## config.mk

```make
export PLATFORM = sky130hd
export DESIGN_NAME = copy_opt_scheduler
export DESIGN_NICKNAME = d
export VERILOG_FILES = /design/src/rtl/copy_opt_scheduler.sv
export SDC_FILE = /design/constraint.sdc
export NUM_CORES = 1
export LEC_CHECK = 0
export CAP_MARGIN = 20
export CELL_PAD_IN_SITES_DETAIL_PLACEMENT = 1
export CELL_PAD_IN_SITES_GLOBAL_PLACEMENT = 1
export CORE_MARGIN = 2
export CORE_UTILIZATION = 19
export DETAILED_ROUTE_END_ITERATION = 8
export GPL_ROUTABILITY_DRIVEN = 0
export PLACE_DENSITY = 0.76
export SYNTH_ARGS = -nofsm -noshare
export SYNTH_HDL_FRONTEND = slang
export SYNTH_SLANG_ARGS = --single-unit
```

## constraint.sdc

```tcl
create_clock -name clk -period 1.6 [get_ports clk]
set_clock_uncertainty 0.15 [all_clocks]
set_input_delay 0.16 -clock clk [delete_from_list [all_inputs] [get_ports clk]]
set_output_delay 0.16 -clock clk [all_outputs]
set_load 0.005 [all_outputs]
```

## src/rtl/copy_opt_scheduler.sv

```systemverilog
// Round-robin scheduler sharing one copy-optimisation engine between the cmd-in
// and internal cmd-in requesters: latch operands, pulse start, await finish, ack.
module copy_opt_scheduler #(
    parameter int SUBQUEUE_BITS = 6,
    parameter int TIMEOUT       = 0,
    parameter int DBG_REGS      = 0
) (
    input  logic                     clk,
    input  logic                     rst,

    input  logic                     cmdin_req,
    input  logic [SUBQUEUE_BITS-1:0] cmdin_first_idx,
    input  logic [SUBQUEUE_BITS-1:0] cmdin_first_next_idx,
    input  logic [3:0]               cmdin_num_args,
    input  logic [1:0]               cmdin_cmd_type,
    output logic                     cmdin_ack,

    input  logic                     intcmdin_req,
    input  logic [SUBQUEUE_BITS-1:0] intcmdin_first_idx,
    input  logic [SUBQUEUE_BITS-1:0] intcmdin_first_next_idx,
    input  logic [3:0]               intcmdin_num_args,
    input  logic [1:0]               intcmdin_cmd_type,
    output logic                     intcmdin_ack,

    output logic                     opt_start,
    output logic [SUBQUEUE_BITS-1:0] opt_first_idx,
    output logic [SUBQUEUE_BITS-1:0] opt_first_next_idx,
    output logic [3:0]               opt_num_args,
    output logic [1:0]               opt_cmd_type,
    output logic                     opt_queue_select,
    input  logic                     opt_finished,

    output logic                     timeout_err,
    output logic [31:0]              grants_cmdin,
    output logic [31:0]              grants_intcmdin,
    output logic [31:0]              skips,
    output logic [31:0]              timeouts
);

    typedef enum logic [3:0] {
        IDLE  = 4'b0001,
        START = 4'b0010,
        WAIT  = 4'b0100,
        DONE  = 4'b1000
    } state_t;

    localparam bit          DBG_EN      = (DBG_REGS != 0);
    localparam bit          WDOG_EN     = (TIMEOUT != 0);
    localparam logic [15:0] WDOG_LAST   = WDOG_EN ? 16'(TIMEOUT - 1) : 16'd0;

    state_t      state;
    logic        last_grant;
    logic [15:0] wdog;

    logic                     pick_int;
    logic [SUBQUEUE_BITS-1:0] sel_first_idx;
    logic [SUBQUEUE_BITS-1:0] sel_first_next_idx;
    logic [3:0]               sel_num_args;
    logic [1:0]               sel_cmd_type;

    // On a tie the requester that did not win last time is chosen.
    assign pick_int           = intcmdin_req && (!cmdin_req || !last_grant);
    assign sel_first_idx      = pick_int ? intcmdin_first_idx      : cmdin_first_idx;
    assign sel_first_next_idx = pick_int ? intcmdin_first_next_idx : cmdin_first_next_idx;
    assign sel_num_args       = pick_int ? intcmdin_num_args       : cmdin_num_args;
    assign sel_cmd_type       = pick_int ? intcmdin_cmd_type       : cmdin_cmd_type;

    // NOTE: every register here is updated with <= so all state moves together on
    // the edge; a blocking assignment would let later statements see new values.
    always_ff @(posedge clk) begin
        if (rst) begin
            state              <= IDLE;
            last_grant         <= 1'b1;
            wdog               <= '0;
            opt_start          <= 1'b0;
            opt_first_idx      <= '0;
            opt_first_next_idx <= '0;
            opt_num_args       <= '0;
            opt_cmd_type       <= '0;
            opt_queue_select   <= 1'b0;
            cmdin_ack          <= 1'b0;
            intcmdin_ack       <= 1'b0;
            timeout_err        <= 1'b0;
            grants_cmdin       <= '0;
            grants_intcmdin    <= '0;
            skips              <= '0;
            timeouts           <= '0;
        end else begin
            case (state)
                IDLE: begin
                    if (cmdin_req || intcmdin_req) begin
                        opt_first_idx      <= sel_first_idx;
                        opt_first_next_idx <= sel_first_next_idx;
                        opt_num_args       <= sel_num_args;
                        opt_cmd_type       <= sel_cmd_type;
                        opt_queue_select   <= pick_int;
                        last_grant         <= pick_int;
                        if (DBG_EN) begin
                            if (pick_int) grants_intcmdin <= grants_intcmdin + 32'd1;
                            else          grants_cmdin    <= grants_cmdin + 32'd1;
                        end
                        if (sel_num_args == 4'd0) begin
                            // Nothing to optimise: complete without touching the engine.
                            cmdin_ack    <= !pick_int;
                            intcmdin_ack <= pick_int;
                            if (DBG_EN) skips <= skips + 32'd1;
                            state <= DONE;
                        end else begin
                            opt_start <= 1'b1;
                            state     <= START;
                        end
                    end
                end
                START: begin
                    opt_start <= 1'b0;
                    wdog      <= '0;
                    state     <= WAIT;
                end
                WAIT: begin
                    if (opt_finished) begin
                        cmdin_ack    <= !opt_queue_select;
                        intcmdin_ack <= opt_queue_select;
                        state        <= DONE;
                    end else if (WDOG_EN && wdog == WDOG_LAST) begin
                        cmdin_ack    <= !opt_queue_select;
                        intcmdin_ack <= opt_queue_select;
                        timeout_err  <= 1'b1;
                        if (DBG_EN) timeouts <= timeouts + 32'd1;
                        state        <= DONE;
                    end else if (wdog != 16'hFFFF) begin
                        wdog <= wdog + 16'd1;
                    end
                end
                DONE: begin
                    cmdin_ack    <= 1'b0;
                    intcmdin_ack <= 1'b0;
                    state        <= IDLE;
                end
                default: state <= IDLE;
            endcase
        end
    end

endmodule
```

## Word-level counts from Yosys, hierarchy flattened

Index checks and enable logic that the tools add are counted.

- Register bits after elaboration: 27
- Bits of input ports: 41
- Output and inout port bits: 151

- Equal/unequal tests: 8
- Multiplexer cells: 19
- Reductions and logical operators: 14

Operator list:

| kind | count |
|---|---|
| 4-bit two-way mux | 4 |
| 6-bit two-way mux | 2 |
| 4-bit case mux with 3 select lines | 1 |
| 1-bit two-way mux | 8 |
| 2-bit != test, second input constant | 4 |
| 1-bit case mux with 3 select lines | 2 |
| 4-bit by 1-bit == test with 1-bit output, second input constant | 1 |
| 4-bit by 2-bit == test with 1-bit output, second input constant | 1 |
| 4-bit by 3-bit == test with 1-bit output, second input constant | 1 |
| 4-bit == test, second input constant | 1 |
| 1-bit zero test | 4 |
| 4-bit zero test | 1 |
| 2-bit AND reduction | 2 |
| 4-bit AND reduction | 1 |
| 3-bit AND reduction | 1 |
| 3-bit nonzero test | 1 |
| 1-bit logical OR | 2 |
| 2-bit two-way mux | 1 |
| 1-bit case mux with 2 select lines | 1 |
| 2-bit nonzero test | 1 |
| 1-bit logical AND | 1 |

## Logic depth before layout (Yosys ltp)

- Depth in word-level cells: 8
- Gate-level depth with buffers: 6
- Depth with buffers taken out: 5

## Worst setup path before layout

Ideal clock, no wire load.

- Kind: register -> register
- Start: reg state[2]
- End: reg cmdin_ack
- Setup time: 70 ps
- Arrival: 1482 ps
- Required time: 1380 ps
- Slack: -102 ps
- Cell stages (with the launch flop): 7
- Buffers on the path: 1
- Clock period less this slack: 1702 ps
- Path through: dfxtp_1 -> buf_6 -> or3b_4 -> o32ai_2 -> nor2_1 -> or3_1 -> a21oi_1

- Word-level cells in the longest chain between the ends: 3
- Elaborated cells between the ends (all ways): 9
- Classes of those cells: eq/ne: 6; mux: 1; reduce/logical: 2

Ends and longest elaborated chain:

| what | RTL line | source |
|---|---|---|
| start: declaration | 51 | `state_t state;` |
| start signal: assignment | 72 | `state <= IDLE;` |
| start signal: assignment | 107 | `state <= DONE;` |
| start signal: assignment | 110 | `state <= START;` |
| 4-bit by 1-bit == test with 1-bit output (tied with other cells) | 89 | `case (state)` |
| 2-bit != test (no line) / 3-bit nonzero test (equally long branches) | - |  |
| 4-bit AND reduction (no line) | - |  |
| end signal: assignment | 104 | `cmdin_ack <= !pick_int;` |
| end signal: assignment | 121 | `cmdin_ack <= !opt_queue_select;` |
| end signal: assignment | 125 | `cmdin_ack <= !opt_queue_select;` |
| end: declaration | 16 | `output logic cmdin_ack,` |

Parallel ways exist; a longest one is shown, timed or not.
A chain may end at the register's enable or synchronous reset.

## Worst setup path after layout

Same ends and word-level chain as after synthesis.

==> run summary <==
- **result of the run** complete, but fails checks
- **failing checks** design-rule violations, negative setup slack
- **nets@finish** 406
- **post-place setup slack** -0.522 ns
- **Setup crit end kind** register
- **Post-DP HPWL** 5090 microns
- **pin count of the biggest net entering global routing** 18
- **vias in the first global route** 1800
- **Gate Count Post-Synth** 270
- **Storage cell area** 551 sq um
- **kind of start point of the critical path** register
- **summed instance area of the synthesized netlist** 2280 sq um
- **Placement Rows** 39
- **Post-Layout Inst Area** 3130 sq um
- **count of clock tree sinks** 27
- **Clock Path Buffers** 2
- **commonest cells after routing, fill and taps aside** sky130_fd_sc_hd__conb_1 (129), sky130_fd_sc_hd__clkdlybuf4s50_1 (56), sky130_fd_sc_hd__buf_4 (31)
- **instance count after placement with tap cells included** 490
- **wire length of the first global-routing pass** 9000 microns
- **Yosys top cell area share** 42.9%
- **minimum period implied by the final worst setup slack** 1.74 ns
- **number of max-slew violations in the final report** 0
- **Die W** 113 microns
- **Endpoint, Worst Hold** opt_num_args[3]
- **Mapped Avg Cell Area** 8.43 sq um
- **overflow left after global routing** 0
- **count of max-cap constraint violations** 0
- **Reg clk slew, reported paths** 0.08 ns
- **synth top area cells** sky130_fd_sc_hd__buf_4 (43%), sky130_fd_sc_hd__dfxtp_1 (24%), sky130_fd_sc_hd__mux2i_1 (8.4%), sky130_fd_sc_hd__a211oi_1 (6.6%), sky130_fd_sc_hd__nor2_1 (3.8%)
- **Finish-stage setup viols** 19
- **CP Cell Sequence** or3b_4 -> o32ai_2 -> nor2_1 -> or3_1 -> a21oi_2
- **critical path start-end classification** register to register
- **DRC viols** 2
- **P_leak** 0.00143 uW
- **number of levels the H-tree was split into** 1
- **root buffer cell** sky130_fd_sc_hd__clkbuf_16
- **commonest non-fill, non-tap cell in the layout** sky130_fd_sc_hd__conb_1
- **detail-routed via count per cell** 3.55
- **number of warnings printed during yosys synthesis** 0
- **die height** 113 microns
- **Wirelength per Cell** 12.5 microns
- **arrival time of the worst setup path** 1.80 ns
- **effective utilization at floorplan** 19.7%
- **Synth cell types** 31
- **first-iteration detailed-routing DRC count** 27
- **reg2reg start** state[2]
- **largest area contributor in the synthesized netlist** sky130_fd_sc_hd__buf_4
- **maximum resistive drop on vdd** 0.000324 V
- **core box area** 11600 sq um
- **number of buffers added by the clock tree synthesis step** 3
- **clock latency at the later pin of the worst-skew pair** 0.27 ns
- **highest clock frequency the design can meet** 0.575 GHz
- **final worst setup slack** -0.140 ns
- **Die ar.** 12900 sq um
- **number of hold buffers added after cts** 0
- **multi-input combinational cell area** 1330 sq um
- **number of antenna violations at the first check in global routing** 2
- **detailed-router iteration count before antenna repair** 6
- **Port Buf Inserts** 62
- **post-route fraction of the period consumed by the critical path** 109%
- **fraction of layout cells with a size suffix above 1** 22.5%
- **R2R Setup Slk** -0.14 ns
- **Layout Utilization** 27.1%
- **gr usage total** 8.85%
- **total I/O pin count** 192
- **worst hold path class** input pin to register
- **path depth of the worst reg2reg path** 5
- **number of cells on the worst hold path** 3
- **detailed-route via count** 1805
- **Final Non-Filler Cells** 509
- **area growth from synthesis to layout** 37.5%
- **layout filler cell count** 1365
- **RSZ-0062 raised after global routing** true
- **reg-to-reg critical path endpoint** cmdin_ack
- **final number of hold-violating endpoints** 0
- **Crit path largest cell delay** 0.41 ns
- **flip-flop and latch count after synthesis** 27
- **Slowest-stage cell, CP** sky130_fd_sc_hd__or3b_4
- **ANT nets after route** 0
- **total power divided by cell area** 856 nW/um^2
- **crit path max fanout** 4
- **portion of the post-synthesis area used by sequential elements** 23.7%
- **placed cell area** 2770 sq um
- **TritonCTS clock tree** done
- **endpoint required time on the critical path** 1.66 ns
- **source of the worst hold timing path** cmdin_num_args[3]
- **Final Routed Wirelength** 6340 microns
how the worst max path moves through the flow:
stage	from	end	slack [ns]	cells past startpoint
after floorplan	state[2]	cmdin_ack	-0.08	6
after global placement	intcmdin_num_args[0]	intcmdin_ack	-0.44	6
after detailed placement	intcmdin_num_args[1]	cmdin_ack	-0.52	6
after CTS	state[2]	cmdin_ack	-0.14	5
after global routing	state[1]	opt_first_next_idx[2]	-0.21	6
final	state[2]	cmdin_ack	-0.14	5
cell type report:
cell class	count	share of cell area, %
antenna	2	0.160
clock buffer	3	2.40
clock inverter	1	0.280
multi-input combinational	231	42.4
sequential	27	17.6
tap	143	5.72
timing repair buffer	102	31.5
kinds of logic after synthesis:
kind of cell / Yosys count / synth area share (%)
other: 1 / 0.165
AO/OA/AOI/OAI: 37 / 12.0
multiplexers: 19 / 8.36
AND/OR/NAND/NOR: 46 / 10.6
buffers and inverters: 140 / 45.1
flip-flops: 27 / 23.7
cells in the mapped netlist, drive strengths merged:
cell	count
a211oi	20
a21boi	2
a21oi	6
a31oi	1
and2	1
buf	137
clkbuf	3
conb	1
dfxtp	27
mux2i	19
nand2	4
nand2b	3
nor2	23
nor2b	2
nor3	4
nor3b	1
nor4	2
nor4b	2
o21a	2
o21ai	3
o22ai	1
o31ai	1
o32ai	1
or2	1
or3	2
or3b	1
worst max-delay path, delay by kind of cell, from the launching register on:
kind,cells,cell delay [ns]
AO/OA/AOI/OAI,2,0.33
flip-flops,1,0.38
AND/OR/NAND/NOR,3,0.81
state kept, by name, summed over array words and instances (netlist names):
name,flops
opt_first_idx,6
opt_first_next_idx,6
opt_num_args,4
state,4
opt_cmd_type,2
cmdin_ack,1
intcmdin_ack,1
last_grant,1
opt_queue_select,1
opt_start,1
power breakdown:
group | leakage (uW) | switching (uW) | internal [uW]
clock | 0.0000415 | 288 | 348
sequential | 0.000225 | 80.3 | 782
combinational | 0.00116 | 515 | 666
through the flow:
step                TNS [ns]  hold slack [ns]  total power, uW
finish                 -1.10            0.169             2680
global route           -3.04            0.205             2850
CTS                   -0.483            0.292             2600
detailed placement     -8.93            0.342             1810
global placement       -7.94            0.326             1770
floorplan             -0.894            0.157             1540
metal layers:
metal / up-vias / GRT usage [%] / share of wire [%]
li1: 831 / - / -
met1: 866 / 8.51 / 34
met2: 101 / 18.4 / 58
met3: 7 / 2.39 / 6.8
met4: 0 / 1.87 / 0.95
met5: - / 0 / 0
timing repair:
| item | CTS | global route |
|---|---|---|
| pin swaps | 14 | 10 |
| endpoints found under the setup margin | 20 | 23 |
| buffers inserted | 9 | 5 |
| resized for setup | 32 | 26 |
| cloned | 1 | 1 |
(Power assumes the default switching activity.)
